--- src/rtl/load_seq_pkg.sv ---
// rtl/load_seq_pkg.sv - shared types and beat-count helper for the load sequencer
package load_seq_pkg;

  typedef enum logic [1:0] {
    SZ_BYTE = 2'b00,
    SZ_HALF = 2'b01,
    SZ_WORD = 2'b10,
    SZ_RSVD = 2'b11
  } size_e;

  typedef enum logic [1:0] {
    IDLE   = 2'b00,
    FETCH  = 2'b01,
    FINISH = 2'b10,
    ERROR  = 2'b11
  } state_e;

  function automatic logic [2:0] beat_count(size_e size);
    case (size)
      SZ_BYTE: return 3'd1;
      SZ_HALF: return 3'd2;
      SZ_WORD: return 3'd4;
      default: return 3'd1;
    endcase
  endfunction

endpackage

--- src/rtl/load_sequencer_width_extender.sv ---
// rtl/load_sequencer_width_extender.sv - sign/zero extension of an assembled load value
module width_extender
  import load_seq_pkg::*;
(
  input  logic [31:0] data_in,
  input  size_e       size,
  input  logic        sign_en,
  output logic [31:0] data_out
);

  always_comb begin
    data_out = data_in;
    case (size)
      SZ_BYTE: data_out = {{24{sign_en & data_in[7]}}, data_in[7:0]};
      SZ_HALF: data_out = {{16{sign_en & data_in[15]}}, data_in[15:0]};
      default: data_out = data_in;
    endcase
  end

endmodule

--- src/rtl/load_sequencer.sv ---
// rtl/load_sequencer.sv - byte-serial load controller; LOAD_SEQ_ALIGN_CHECK_EN rejects misaligned half/word loads
module load_sequencer
  import load_seq_pkg::*;
#(
  parameter int ADDR_W = 32
) (
  input  logic              clk,
  input  logic              rst,
  input  logic              req,
  input  logic [ADDR_W-1:0] req_addr,
  input  logic [1:0]        req_size,
  input  logic              req_signed,
  output logic              busy,
  output logic              done,
  output logic              err,
  output logic [31:0]       rdata,
  output logic              mem_req,
  output logic [ADDR_W-1:0] mem_addr,
  input  logic              mem_ack,
  input  logic [7:0]        mem_rdata
);

  state_e            state_q, state_d;
  logic [ADDR_W-1:0] base_q;
  size_e             size_q;
  logic              signed_q;
  logic [1:0]        cnt_q;
  logic [31:0]       data_q;
  logic [31:0]       rdata_q;
  logic [31:0]       ext_val;
  logic              req_ok;
  logic              last_beat;

  width_extender u_ext (
    .data_in  (data_q),
    .size     (size_q),
    .sign_en  (signed_q),
    .data_out (ext_val)
  );

  always_comb begin
    req_ok = (req_size != SZ_RSVD);
`ifdef LOAD_SEQ_ALIGN_CHECK_EN
    if (req_size == SZ_HALF && req_addr[0]) req_ok = 1'b0;
    if (req_size == SZ_WORD && req_addr[1:0] != 2'b00) req_ok = 1'b0;
`endif
  end

  assign last_beat = ({1'b0, cnt_q} == (beat_count(size_q) - 3'd1));

  always_comb begin
    state_d = state_q;
    case (state_q)
      IDLE:    if (req) state_d = req_ok ? FETCH : ERROR;
      FETCH:   if (mem_ack && last_beat) state_d = FINISH;
      FINISH:  state_d = IDLE;
      ERROR:   state_d = IDLE;
      default: state_d = IDLE;
    endcase
  end

  // Result is live in the done cycle and held in rdata_q afterwards.
  always_comb begin
    busy     = (state_q != IDLE);
    mem_req  = (state_q == FETCH);
    done     = (state_q == FINISH) || (state_q == ERROR);
    err      = (state_q == ERROR);
    mem_addr = base_q + ADDR_W'(cnt_q);
    rdata    = rdata_q;
    if (state_q == FINISH) rdata = ext_val;
    else if (state_q == ERROR) rdata = '0;
  end

  always_ff @(posedge clk or posedge rst) begin
    if (rst) begin
      state_q  <= IDLE;
      base_q   <= '0;
      size_q   <= SZ_BYTE;
      signed_q <= 1'b0;
      cnt_q    <= 2'd0;
      data_q   <= '0;
      rdata_q  <= '0;
    end else begin
      state_q <= state_d;
      case (state_q)
        IDLE: begin
          if (req && req_ok) begin
            base_q   <= req_addr;
            size_q   <= size_e'(req_size);
            signed_q <= req_signed;
            cnt_q    <= 2'd0;
            data_q   <= '0;
          end
        end
        FETCH: begin
          if (mem_ack) begin
            data_q[{cnt_q, 3'b000} +: 8] <= mem_rdata;
            cnt_q                        <= cnt_q + 2'd1;
          end
        end
        FINISH:  rdata_q <= ext_val;
        ERROR:   rdata_q <= '0;
        default: ;
      endcase
    end
  end

endmodule

--- config.mk ---
export PLATFORM = sky130hd
export DESIGN_NAME = load_sequencer
export DESIGN_NICKNAME = d
export VERILOG_FILES = /design/src/rtl/load_seq_pkg.sv /design/src/rtl/load_sequencer_width_extender.sv /design/src/rtl/load_sequencer.sv
export SDC_FILE = /design/constraint.sdc
export NUM_CORES = 1
export LEC_CHECK = 0
export ABC_CLOCK_PERIOD_IN_PS = 8300
export BUFFER_PORTS_ARGS = -buffer_cell sky130_fd_sc_hd__buf_2
export CAP_MARGIN = 30
export CORE_MARGIN = 4
export CORE_UTILIZATION = 45
export CTS_CLUSTER_SIZE = 10
export DETAILED_ROUTE_END_ITERATION = 10
export GPL_ROUTABILITY_DRIVEN = 0
export PLACE_DENSITY_LB_ADDON = 0.2
export RECOVER_POWER = 100
export SLEW_MARGIN = 25
export SYNTH_ARGS = -nofsm -noshare
export SYNTH_HDL_FRONTEND = slang
export SYNTH_SLANG_ARGS = --single-unit
--- constraint.sdc ---
create_clock -name clk -period 8.3 [get_ports clk]
set_input_delay 2.075 -clock clk [delete_from_list [all_inputs] [get_ports clk]]
set_output_delay 2.075 -clock clk [all_outputs]
set_load 0.05 [all_outputs]
# [After elaboration in Yosys (flattened, before gate mapping)]
# Index checks and enable logic that the tools add are counted.
[word_totals] ff_bits=103 out_inout_bits=68 elab_cells=54 inputBits=47
[classes] n_mux=16 n_reduce_logical=12 addsub=4 n_eq_ne=11 bitwise_logic=2 shifts=2
[op_table] cell="case mux 32 bit (2 select lines)" count=3
[op_table] cell="two-way mux 32 bit" count=4
[op_table] cell="adder 32 x 2 -> 32 bit" count=1
[op_table] cell="bitwise mux 32 bit" count=1
[op_table] cell="variable shift 8 x 7 -> 32 bit, first input constant" count=1
[op_table] cell="indexed part select 8 x 7 -> 32 bit" count=1
[op_table] cell="two-way mux 2 bit" count=5
[op_table] cell="negation 5 -> 7 bit" count=1
[op_table] cell="equality test 2 bit, second input constant" count=3
[op_table] cell="!= test 2 bit, second input constant" count=3
[op_table] cell="case mux 2 bit (3 select lines)" count=1
[op_table] cell="case mux 3 bit (2 select lines)" count=1
[op_table] cell="nonzero test 2 bit" count=3
[op_table] cell="equality test 2 x 1 -> 1 bit, second input constant" count=2
[op_table] cell="logical NOT 2 bit" count=2
[op_table] cell="!= test 2 x 1 -> 1 bit, second input constant" count=2
[op_table] cell="case mux 2 bit (2 select lines)" count=1
[op_table] cell="AND reduction 2 bit" count=2
[op_table] cell="equality test 2 x 3 -> 1 bit" count=1
[op_table] cell="AND reduction 3 bit" count=1
[op_table] cell="subtractor 3 x 1 -> 3 bit, second input constant" count=1
[op_table] cell="adder 2 x 1 -> 2 bit, second input constant" count=1
[op_table] cell="bitwise AND 1 bit" count=2
[op_table] cell="logical AND 1 bit" count=2
[op_table] cell="other kinds (2)" count=2

# [Logic depth before layout (Yosys ltp)]
# Gate-level depths: netlist (run 1).
[depth] word_depth=7 depth_mapped=8 depth_no_buf=7

# [Modules after synthesis]
# From an unflattened synthesis (run 1), not the netlist that was laid out.
[unflattened] cells_unflattened=568 hier_area_um2=5705.5
[modules_own_cells] module="load_sequencer" area_each_um2=5320.1 seq_area_each_um2=2577.5 cells_each=502 n_inst=1
[modules_own_cells] module="width_extender" area_each_um2=385.4 seq_area_each_um2=0.0 cells_each=66 n_inst=1

# [Worst setup path after synthesis (run 1)]
# Ideal clock, no wire load.
[synth_path] path_type="flip-flop to output port" from="register cnt_q[0]" to="output mem_addr[26]" n_path_buf=0 t_required_ps=6225 setup_slack_ps=3501 arrival_time_ps=2724 stages_incl_launch_ff=8 cell_sequence="dfrtp_1 -> ha_1 -> inv_1 -> fa_1 -> nand4b_1 -> nor3_1 -> nand4_1 -> xnor2_1"
[synth_between] elab_chain_cells=1
[synth_lines] item="start: declaration" line="load_sequencer.sv:27" text="logic [1:0] cnt_q;"
[synth_lines] item="start signal: assignment" line="load_sequencer.sv:98" text="cnt_q <= cnt_q + 2'd1;"
[synth_lines] item="adder 32 x 2 -> 32 bit" line="load_sequencer.sv:68" text="mem_addr = base_q + ADDR_W'(cnt_q);"
[synth_lines] item="end: declaration" line="load_sequencer.sv:18" text="output logic [ADDR_W-1:0] mem_addr,"
# Every way passes these cells.

# [Worst setup path in the final report (run 1)]
[layout_path] from="register state_q[1]" to="output rdata[30]"
[layout_between] elab_chain_cells=3 word_cells_on_any_way=4 classes_between="2 x eq/ne; 2 x mux"
[layout_lines] item="start: declaration" line="load_sequencer.sv:23" text="state_e state_q, state_d;"
[layout_lines] item="start signal: assignment" line="load_sequencer.sv:84" text="state_q <= state_d;"
[layout_lines] item="equality test 2 bit" line="load_sequencer.sv:71" text="else if (state_q == ERROR) rdata = '0;"
[layout_lines] item="two-way mux 32 bit" line="load_sequencer.sv:71"
[layout_lines] item="two-way mux 32 bit *" line="load_sequencer.sv:70" text="if (state_q == FINISH) rdata = ext_val;"
[layout_lines] item="end: declaration" line="load_sequencer.sv:16" text="output logic [31:0] rdata,"
# Every way passes the cells marked *; elsewhere a longest branch is shown, timed or not.

==> metrics.md, run 1 <==
| Metric | Value |
|---|---|
| Status | finished, violations left |
| Failing checks | capacitance limit, slew limit |
| Mean number of vias per cell | 5.324 |
| Yosys cell types | 44 |
| Met3 GRT Util | 4.090% |
| RSZ-0062 raised after global routing | no |
| Leakage | 2.599 nW |
| Hold Path Stages | 2 |
| Final nets | 692 |
| Initial antenna violation count | 0 |
| Power Density | 401.7 mW/mm^2 |
| Setup violators final | 0 |
| Row count | 39 |
| Dpl cells | 765 |
| CTS tree | yes |
| Max VDD drop | 0.0002713 V |
| Busiest grt layer | met2 |
| Crit end category | primary output |
| Setup CP Type | reg -> out |
| Top post-synthesis cells by area | dfrtp_1, o22ai_1, mux2_2 |
| Hpwl dp | 9002 um |
| First-pass GRT wire length | 21080 um |
| PortBufs | 114 |
| Crit path time final | 5.902 ns |
| Remaining antenna violation count | 0 |
| Clock sink count | 103 |
| Clk_skew | 0.007996 ns |
| Final setup TNS | 0 ns |
| Layout cells sized above 1 | 17.24% |
| Hold endpoint | data_q[30]$_DFFE_PP0P_ |
| Initial detailed-routing violation count | 238 |
| Die W | 117.4 um |
| Vias in the first global route | 4248 |
| Synth warn | 0 |
| Fin cells | 781 |
| EDFF count, synth | 0 |
| Io pins | 115 |
| Netlist Area Pre-Place | 0.005385 sq mm |
| Routed wire length | 12470 um |
| Post-synth top area cell | dfrtp_1 |
| Wire length per cell | 15.96 um |
| Fmax | 0.1694 GHz |
| Clk buf depth | 2 |
| Async SR Flop Fraction | 100.0% |
| Total chip power | 2.500 mW |
| Die H | 117.4 um |
| Largest net degree at the start of global routing | 81 |
| H-tree depth | 3 |
| Crit-path max FO | 80 |
| Worst hold path type | reg -> reg |
| Reg2Reg Setup Slack | 3.38 ns |
| Hold Buf Count CTS | 0 |
| Final count of pins violating max slew | 231 |
| Remaining DRCs | 0 |
| Slew margin rel. | -111.9% |
| Top cell type's share of synthesized area | 47.86% |
| Util after Layout | 53.81% |
| HP Start | data_q[30]$_DFFE_PP0P_ |
| CP Launch Point | state_q[1]$_DFFE_PP0P_ |
| Top cells by instance count after synthesis | dfrtp_1, inv_1, o22ai_1 |
| Final hold vios | 0 |
| CTS Root Buffer Type | clkbuf_16 |
| ANT cells | 0 |
| Clk_lat worst skew | 0.35 ns |
| RR Endpoint | base_q[24]$_DFFE_PP0P_ |
| Post-CTS Setup Bufs | 0 |
| GRT overflow | 0 |
| Yosys reg bits | 103 |
| Worst path arrival time | 3.83 ns |
| Gr usage total | 18.63% |
| Total of max-cap violations | 6 |
| PostCTS Resize Cnt | 0 |
| Vias | 4158 |
| Post-synthesis average cell area | 10.05 sq um |
| Met2 usage | 29.19% |
| Post-synthesis sequential area ratio | 47.86% |
| Cells after Synth | 536 |
| Final period utilization | 71.11% |
| Critical path required time | 6.23 ns |
| Area Growth Syn to Fin | 15.57% |
| Syn Nets | 595 |
| Clock-pin slew on the worst setup and hold paths | 0.07 ns |
| Worst Max-Slew Pin Slew | 3.178 ns |
| Num CTS Buffers | 9 |
| Worst reg-to-reg path cell count | 5 |
| Core area | 0.01156 sq mm |
| First-pass detailed-route iteration total | 4 |
| Die ar. | 0.01378 sq mm |
| Most common cell in the netlist | dfrtp_1 |
| Critical path startpoint category | flop |
| Top_reg_cell synth | dfrtp_1 |
| Initial Util | 46.56% |
| Met1 GRT Util | 25.22% |
| Crit Reg-Reg Startpoint | state_q[1]$_DFFE_PP0P_ |
[flip-flops by register name, summed over array words and instances, names as in the netlist]
register and cells:
base_q 32, data_q 32, rdata_q 32, signed_q 1
cnt_q 2, state_q 2, size_q 2
[layout make-up]
cell class / count / area [sq um]
clock buffer: 9 / 225.2
tap: 143 / 178.9
sequential: 103 / 2579
inverter: 73 / 275.3
clock inverter: 7 / 80.08
timing repair buffer: 117 / 504.2
fill: 1070 / 5341
multi-input combinational: 329 / 2381
[worst max-delay path by stage]
stage	cells past startpoint	to
after floorplan	7	mem_addr[26]
after global placement	8	mem_addr[26]
after detailed placement	8	mem_addr[26]
after CTS	8	mem_addr[26]
after global routing	3	rdata[30]
final	3	rdata[30]
[cell usage in the layout, fill, tap and decap left out, types with 13 or more instances in the layout]
master      n
xnor2_1    19
a21oi_1    25
xor2_1     13
mux2_2     33
mux2i_1    32
inv_1      72
buf_2      49
o22ai_1    64
clkbuf_1   67
nand2_1    45
dfrtp_1   102
[metal layers]
layer / vias to the layer above / part of all wire [%]
li1: 2038 / -
met1: 1986 / 46
met2: 109 / 46
met3: 25 / 5.1
met4: 0 / 2.9
met5: - / 0
[critical path, cell delays in order (launching register included)]
cell      delay (ns)
dfrtp_2         0.35
clkbuf_1        2.22
o22ai_1         0.46
clkbuf_1        0.42
[cells by family (layout without fill, tap and decap cells)]
family,count (synthesis),in the layout,share of synthesized area (%)
buffers and inverters,104,206,7.481
DFF,103,103,47.86
muxes,65,65,12.85
adders and majority gates,12,12,2.927
xor gates and xnor gates,32,32,5.204
and+or+nand+nor,122,122,12.73
AOI/OAI and AO/OA,98,98,10.94
[metrics by stage]
step / setup WS, ns / hold slack (ns) / area [sq um]
2_1_floorplan: 3.501 / 0.4862 / 5385
3_3_place_gp: 3.663 / 0.4997 / 6035
3_5_place_dp: 3.606 / 0.5112 / 6040
4_1_cts: 3.225 / 0.5257 / 6345
5_1_grt: 2.014 / 0.5367 / 6223
6_report: 2.398 / 0.5209 / 6223
[report_power, final]
group	switching, mW	internal [mW]	leakage, nW
Clock	0.194	0.238	0.148
Combinational	0.907	0.353	1.10
Sequential	0.149	0.658	1.35
Note: power is estimated with default switching activity, not from simulation.
==> run 2: changes to the inputs <==
Settings changed: ABC_CLOCK_PERIOD_IN_PS 8300 to 6200.
Clock period 8.3 ns to 6.2 ns, I/O delays scaled along.
==> metrics.md, run 2 (synthesis results as in run 1) <==
| Metric | Value |
|---|---|
| Gr usage total | 18.52% (-0.11 points) |
| Failing checks | capacitance limit, slew limit |
| Met2 usage | 28.76% (-0.43 points) |
| Critical path required time | 4.65 ns (-1.58 ns) |
| Wire length per cell | 16.12 um (+1.0%) |
| RR Endpoint | base_q[24]$_DFFE_PP0P_ |
| RSZ-0062 raised after global routing | no |
| Hold Path Stages | 1 (-1) |
| Worst path arrival time | 3.28 ns (-0.55 ns) |
| Leading cell type in the layout, fill and taps excluded | dfrtp_1 |
| Crit path time final | 4.832 ns |
| First-pass GRT wire length | 21000 um (-0.39%) |
| Vias | 4197 (+0.94%) |
| Dpl cell area | 0.006040 sq mm (unchanged) |
| Worst hold path type | reg -> reg |
| Post-CTS Setup Bufs | 0 (unchanged) |
| Num CTS Buffers | 9 (unchanged) |
| Die H | 117.4 um (unchanged) |
| Die ar. | 0.01378 sq mm (unchanged) |
| Final nets | 693 (+0.14%) |
| Area Growth Syn to Fin | 16.01% |
| Initial detailed-routing violation count | 214 (-10%) |
| Busiest grt layer | met2 |
| Met1 GRT Util | 25.09% (-0.12 points) |
| Worst reg-to-reg path cell count | 5 (unchanged) |
| HP Start | base_q[0]$_DFFE_PP0P_ |
| Largest net degree at the start of global routing | 81 (unchanged) |
| Reg2Reg Setup Slack | 3.02 ns (-0.36 ns) |
| Status | finished, violations left |
| Core area | 0.01156 sq mm (unchanged) |
| Fillers | 1113 (+4.0%) |
| Vias in the first global route | 4232 (-0.38%) |
| Commonest non-fill, non-tap cells in the layout | dfrtp_1, inv_1, clkbuf_1, o22ai_1, buf_2 |
| Largest regs | base_q: 32 flops, data_q: 32 flops, rdata_q: 32 flops |
| Fin cells | 782 (+0.13%) |
| Setup CP Type | reg -> out |
| Slew margin rel. | -61.73% (+50 points) |
| Total chip power | 3.389 mW (+36%) |
| PostCTS Resize Cnt | 0 (unchanged) |
| GRT overflow | 0 (unchanged) |
| Final count of pins violating max slew | 156 (-32%) |
| Leakage | 2.612 nW (+0.48%) |
| Worst Max-Slew Pin Slew | 2.413 ns (-0.7655 ns) |
| Hold endpoint | base_q[0]$_DFFE_PP0P_ |
| Total of max-cap violations | 4 (-2) |
| Clock-pin slew on the worst setup and hold paths | 0.06 ns (about the same) |
| Final hold vios | 0 (unchanged) |
| Dpl cells | 765 (unchanged) |
| H-tree depth | 3 (unchanged) |
| Fmax | 0.2069 GHz |
| Initial antenna violation count | 0 (unchanged) |
| Final period utilization | 77.94% |
| Power Density | 542.5 mW/mm^2 (+35%) |
| Hold Worst Slack | 0.5174 ns (-0.003488 ns) |
| Remaining DRCs | 0 (unchanged) |
| Critical path startpoint category | flop |
| Final setup TNS | 0 ns (unchanged) |
| Clk_lat worst skew | 0.35 ns (about the same) |
| Crit-path max FO | 10 (-88%) |
| Routed wire length | 12610 um (+1.1%) |
| PortBufs | 114 (unchanged) |
| Mean number of vias per cell | 5.367 (+0.81%) |
| Initial Util | 46.56% (unchanged) |
| Hold Buf Count CTS | 0 (unchanged) |
| Layout cells sized above 1 | 17.06% (-0.18 points) |
| Clk buf depth | 2 (unchanged) |
| Row count | 39 (unchanged) |
| CTS Root Buffer Type | clkbuf_16 |
| Remaining antenna violation count | 0 (unchanged) |
| CTS tree | yes |
| Io pins | 115 (unchanged) |
| Met3 GRT Util | 3.561% (-0.53 points) |
| ANT cells | 0 (unchanged) |
| Crit Reg-Reg Startpoint | state_q[1]$_DFFE_PP0P_ |
| Clk_skew | 0.01009 ns (+0.002089 ns) |
| Layout Cell Area excl Fill | 0.006247 sq mm (+0.38%) |
| Clock sink count | 103 (unchanged) |
| Hpwl dp | 9177 um (+1.9%) |
| First-pass detailed-route iteration total | 4 (unchanged) |
| Max VDD drop | 0.0003995 V (+47%) |
| Die W | 117.4 um (unchanged) |
| Crit end category | primary output |
| Setup violators final | 0 (unchanged) |
==> run 2: worst max path at each step <==
stage | from | cells after the start | endpoint
2_1_floorplan | cnt_q[0]$_DFFE_PP0P_ | 7 | mem_addr[26]
3_3_place_gp | cnt_q[0]$_DFFE_PP0P_ | 8 | mem_addr[26]
5_1_grt | state_q[0]$_DFFE_PP0P_ | 3 | rdata[30]
6_report | cnt_q[0]$_DFFE_PP0P_ | 8 | mem_addr[26]
4_1_cts | cnt_q[0]$_DFFE_PP0P_ | 8 | mem_addr[26]
3_5_place_dp | cnt_q[0]$_DFFE_PP0P_ | 8 | mem_addr[26]
==> run 2: stage by stage <==
step | util (%) | setup WS [ns]
finish | 54.02 | 1.368
global route | 54.02 | 1.070
CTS | 55.03 | 1.599
detailed placement | 52.22 | 1.984
global placement | 52.18 | 2.081
floorplan | - | 1.926
==> run 2: metal layers <==
metal  wire length (um)  up-vias
met5                  0        -
met4                377        0
met3                659       25
met2               5954      108
met1               5618     2021
li1                   -     2043
==> run 2: cell type report <==
type	count	area (sq um)	area share, %
multi-input cells	329	2379	38.07
inverters	73	275.3	4.406
flip-flops and latches	103	2579	41.28
repair buffers	118	511.7	8.191
clock inverters	5	81.33	1.302
well taps	143	178.9	2.864
clock buffers	11	242.7	3.885
==> run 2: power breakdown <==
group	internal, mW	total, mW	switching [mW]
clock	0.365	0.616	0.251
sequential	0.882	1.08	0.198
combinational	0.476	1.69	1.22
total	1.72	3.39	1.67
==> run 2: worst max-delay path, cell delays in order, from the launching register on <==
cell and delay [ns]:
dfrtp_1 0.51, ha_1 0.23, inv_1 0.06, fa_1 0.43, nand4b_1 0.37, nor3_1 0.50, nand4_1 0.18, xnor2_1 0.18
clkbuf_1 0.49
==> run 3: changes to the inputs <==
Settings changed: ABC_CLOCK_PERIOD_IN_PS 6200 to 4740.
Clock period 6.2 ns to 4.74 ns, I/O delays scaled along.
==> metrics.md, run 3 (synthesis results as in run 1) <==
| Metric | Value |
|---|---|
| Delay-heaviest family, CP | simple AND/OR/NAND/NOR gates |
| Fin cells | 782 (unchanged) |
| Worst hold path type | reg -> reg |
| Final period utilization | 90.94% |
| Layout cells sized above 1 | 17.84% (+0.78 points) |
| Vias in the first global route | 4260 (+0.66%) |
| Core area | 0.01156 sq mm (unchanged) |
| Clk_skew | 0.007044 ns (-0.003041 ns) |
| Layout Cell Area excl Fill | 0.006274 sq mm (+0.42%) |
| Util after Layout | 54.25% (+0.23 points) |
| CTS tree | yes |
| Crit path time final | 4.310 ns |
| Worst Max-Slew Pin Slew | 2.557 ns (+0.1444 ns) |
| Hold Worst Slack | 0.5247 ns (+0.007217 ns) |
| Remaining antenna violation count | 0 (unchanged) |
| Slew margin rel. | -71.41% (-9.7 points) |
| Worst path slowest cell | dfrtp_1 |
| Failing checks | capacitance limit, slew limit |
| Final hold vios | 0 (unchanged) |
| Total of max-cap violations | 3 (-1) |
| Setup CP Type | reg -> out |
| Fillers | 1096 (-1.5%) |
| Max VDD drop | 0.0005649 V (+41%) |
| Die ar. | 0.01378 sq mm (unchanged) |
| Dpl cell area | 0.006047 sq mm (+0.12%) |
| Largest regs | base_q: 32 flops, data_q: 32 flops, rdata_q: 32 flops |
| Crit-path max FO | 10 (unchanged) |
| GRT overflow | 0 (unchanged) |
| Routed wire length | 12780 um (+1.3%) |
| Final setup TNS | 0 ns (unchanged) |
| Wire length per cell | 16.34 um (+1.3%) |
| Area Growth Syn to Fin | 16.50% |
| Commonest non-fill, non-tap cells in the layout | dfrtp_1, inv_1, o22ai_1, clkbuf_1, buf_2 |
| Gr usage total | 18.99% (+0.47 points) |
| Critical path startpoint category | flop |
| First-pass GRT wire length | 21530 um (+2.5%) |
| Row count | 39 (unchanged) |
| Initial detailed-routing violation count | 239 (+12%) |
| PortBufs | 114 (unchanged) |
| Crit end category | primary output |
| Die W | 117.4 um (unchanged) |
| Hold Buf Count CTS | 0 (unchanged) |
| H-tree depth | 3 (unchanged) |
| RSZ-0062 raised after global routing | no |
| Total chip power | 4.476 mW (+32%) |
| Leading cell type in the layout, fill and taps excluded | dfrtp_1 |
| Final count of pins violating max slew | 102 (-35%) |
| Initial antenna violation count | 0 (unchanged) |
| Leakage | 2.639 nW (+1.0%) |
| Worst path arrival time | 3.13 ns (-0.15 ns) |
| Worst setup margin | 0.4295 ns (-0.9382 ns) |
| Vias | 4174 (-0.55%) |
| Status | finished, violations left |
| CP cell instances | ha_1 -> inv_1 -> fa_1 -> nand4b_1 -> nor3_1 -> nand3_1 -> xnor2_1 -> clkbuf_2 |
| Fmax | 0.2320 GHz |
| Dpl cells | 766 (+0.13%) |
| Setup violators final | 0 (unchanged) |
| Mean number of vias per cell | 5.338 (-0.55%) |
| CP Buf/Inv Count | 2 (unchanged) |
| Largest net degree at the start of global routing | 81 (unchanged) |
| Remaining DRCs | 0 (unchanged) |
| Clock sink count | 103 (unchanged) |
| Critical path required time | 3.56 ns (-1.09 ns) |
| Initial Util | 46.56% (unchanged) |
| Clk_lat worst skew | 0.35 ns (about the same) |
| Hpwl dp | 9224 um (+0.52%) |
| First-pass detailed-route iteration total | 4 (unchanged) |
| Post-CTS Setup Bufs | 0 (unchanged) |
| Clock-pin slew on the worst setup and hold paths | 0.07 ns (about the same) |
| PostCTS Resize Cnt | 0 (unchanged) |
| ANT cells | 0 (unchanged) |
| Clk buf depth | 2 (unchanged) |
| Pre-CTS WS | 0.8711 ns (-1.113 ns) |
| Num CTS Buffers | 9 (unchanged) |
| Worst path max stage delay | 0.51 ns (about the same) |
| Io pins | 115 (unchanged) |
| CTS Root Buffer Type | clkbuf_16 |
| Die H | 117.4 um (unchanged) |
| Power Density | 713.4 mW/mm^2 (+31%) |
| Final nets | 693 (unchanged) |
==> run 3: changes by cell type in the layout (fill, tap and decap cells not counted), sizes merged <==
cell | before | now
bufinv | 2 | 3
clkbuf | 80 | 79
clkinv | 2 | 3
clkinvlp | 2 | 1
==> run 3: power by group <==
group	internal (mW)	switching [mW]
combinational	0.624	1.59
sequential	1.15	0.264
clock	0.515	0.325
==> run 3: layout make-up <==
cell class / count / area [sq um] / share of cell area, %
Inverter: 73 / 275.3 / 4.388
Multi-Input combinational cell: 329 / 2389 / 38.07
Clock buffer: 10 / 229.0 / 3.650
Timing Repair Buffer: 118 / 514.2 / 8.197
Sequential cell: 103 / 2579 / 41.10
Tap cell: 143 / 178.9 / 2.852
Clock inverter: 6 / 108.9 / 1.735
==> run 3: path summary, 6_finish.rpt <==
path | startpoint | end | slack [ns] | cells past startpoint
max | cnt_q[0]$_DFFE_PP0P_ | mem_addr[18] | 0.43 | 8
min | size_q[0]$_DFFE_PP0P_ | size_q[0]$_DFFE_PP0P_ | 0.52 | 1
max reg2reg | state_q[1]$_DFFE_PP0P_ | base_q[26]$_DFFE_PP0P_ | 1.48 | 5
min reg2reg | size_q[0]$_DFFE_PP0P_ | size_q[0]$_DFFE_PP0P_ | 0.52 | 1
max in group asynchronous | rst | base_q[15]$_DFFE_PP0P_ | 1.51 | 3
min in group asynchronous | rst | base_q[21]$_DFFE_PP0P_ | 1.54 | 2
==> run 3: layer usage <==
| layer | routed length [um] | part of all wire, % | global-route usage (%) | up-vias |
|---|---|---|---|---|
| met4 | 350 | 2.7 | 8.431 | 0 |
| met3 | 465 | 3.6 | 3.609 | 22 |
| met5 | 0 | 0 | 0 | - |
| li1 | - | - | - | 2044 |
| met2 | 5925 | 46 | 29.15 | 93 |
| met1 | 6035 | 47 | 26.28 | 2015 |
==> run 3: worst reg2reg max path: cells and delay by family (launching register included) <==
| kind | cells | cell delay, ns |
|---|---|---|
| buf+inv | 2 | 1.88 |
| mux | 1 | 0.47 |
| simple gates | 2 | 0.40 |
| flops | 1 | 0.39 |
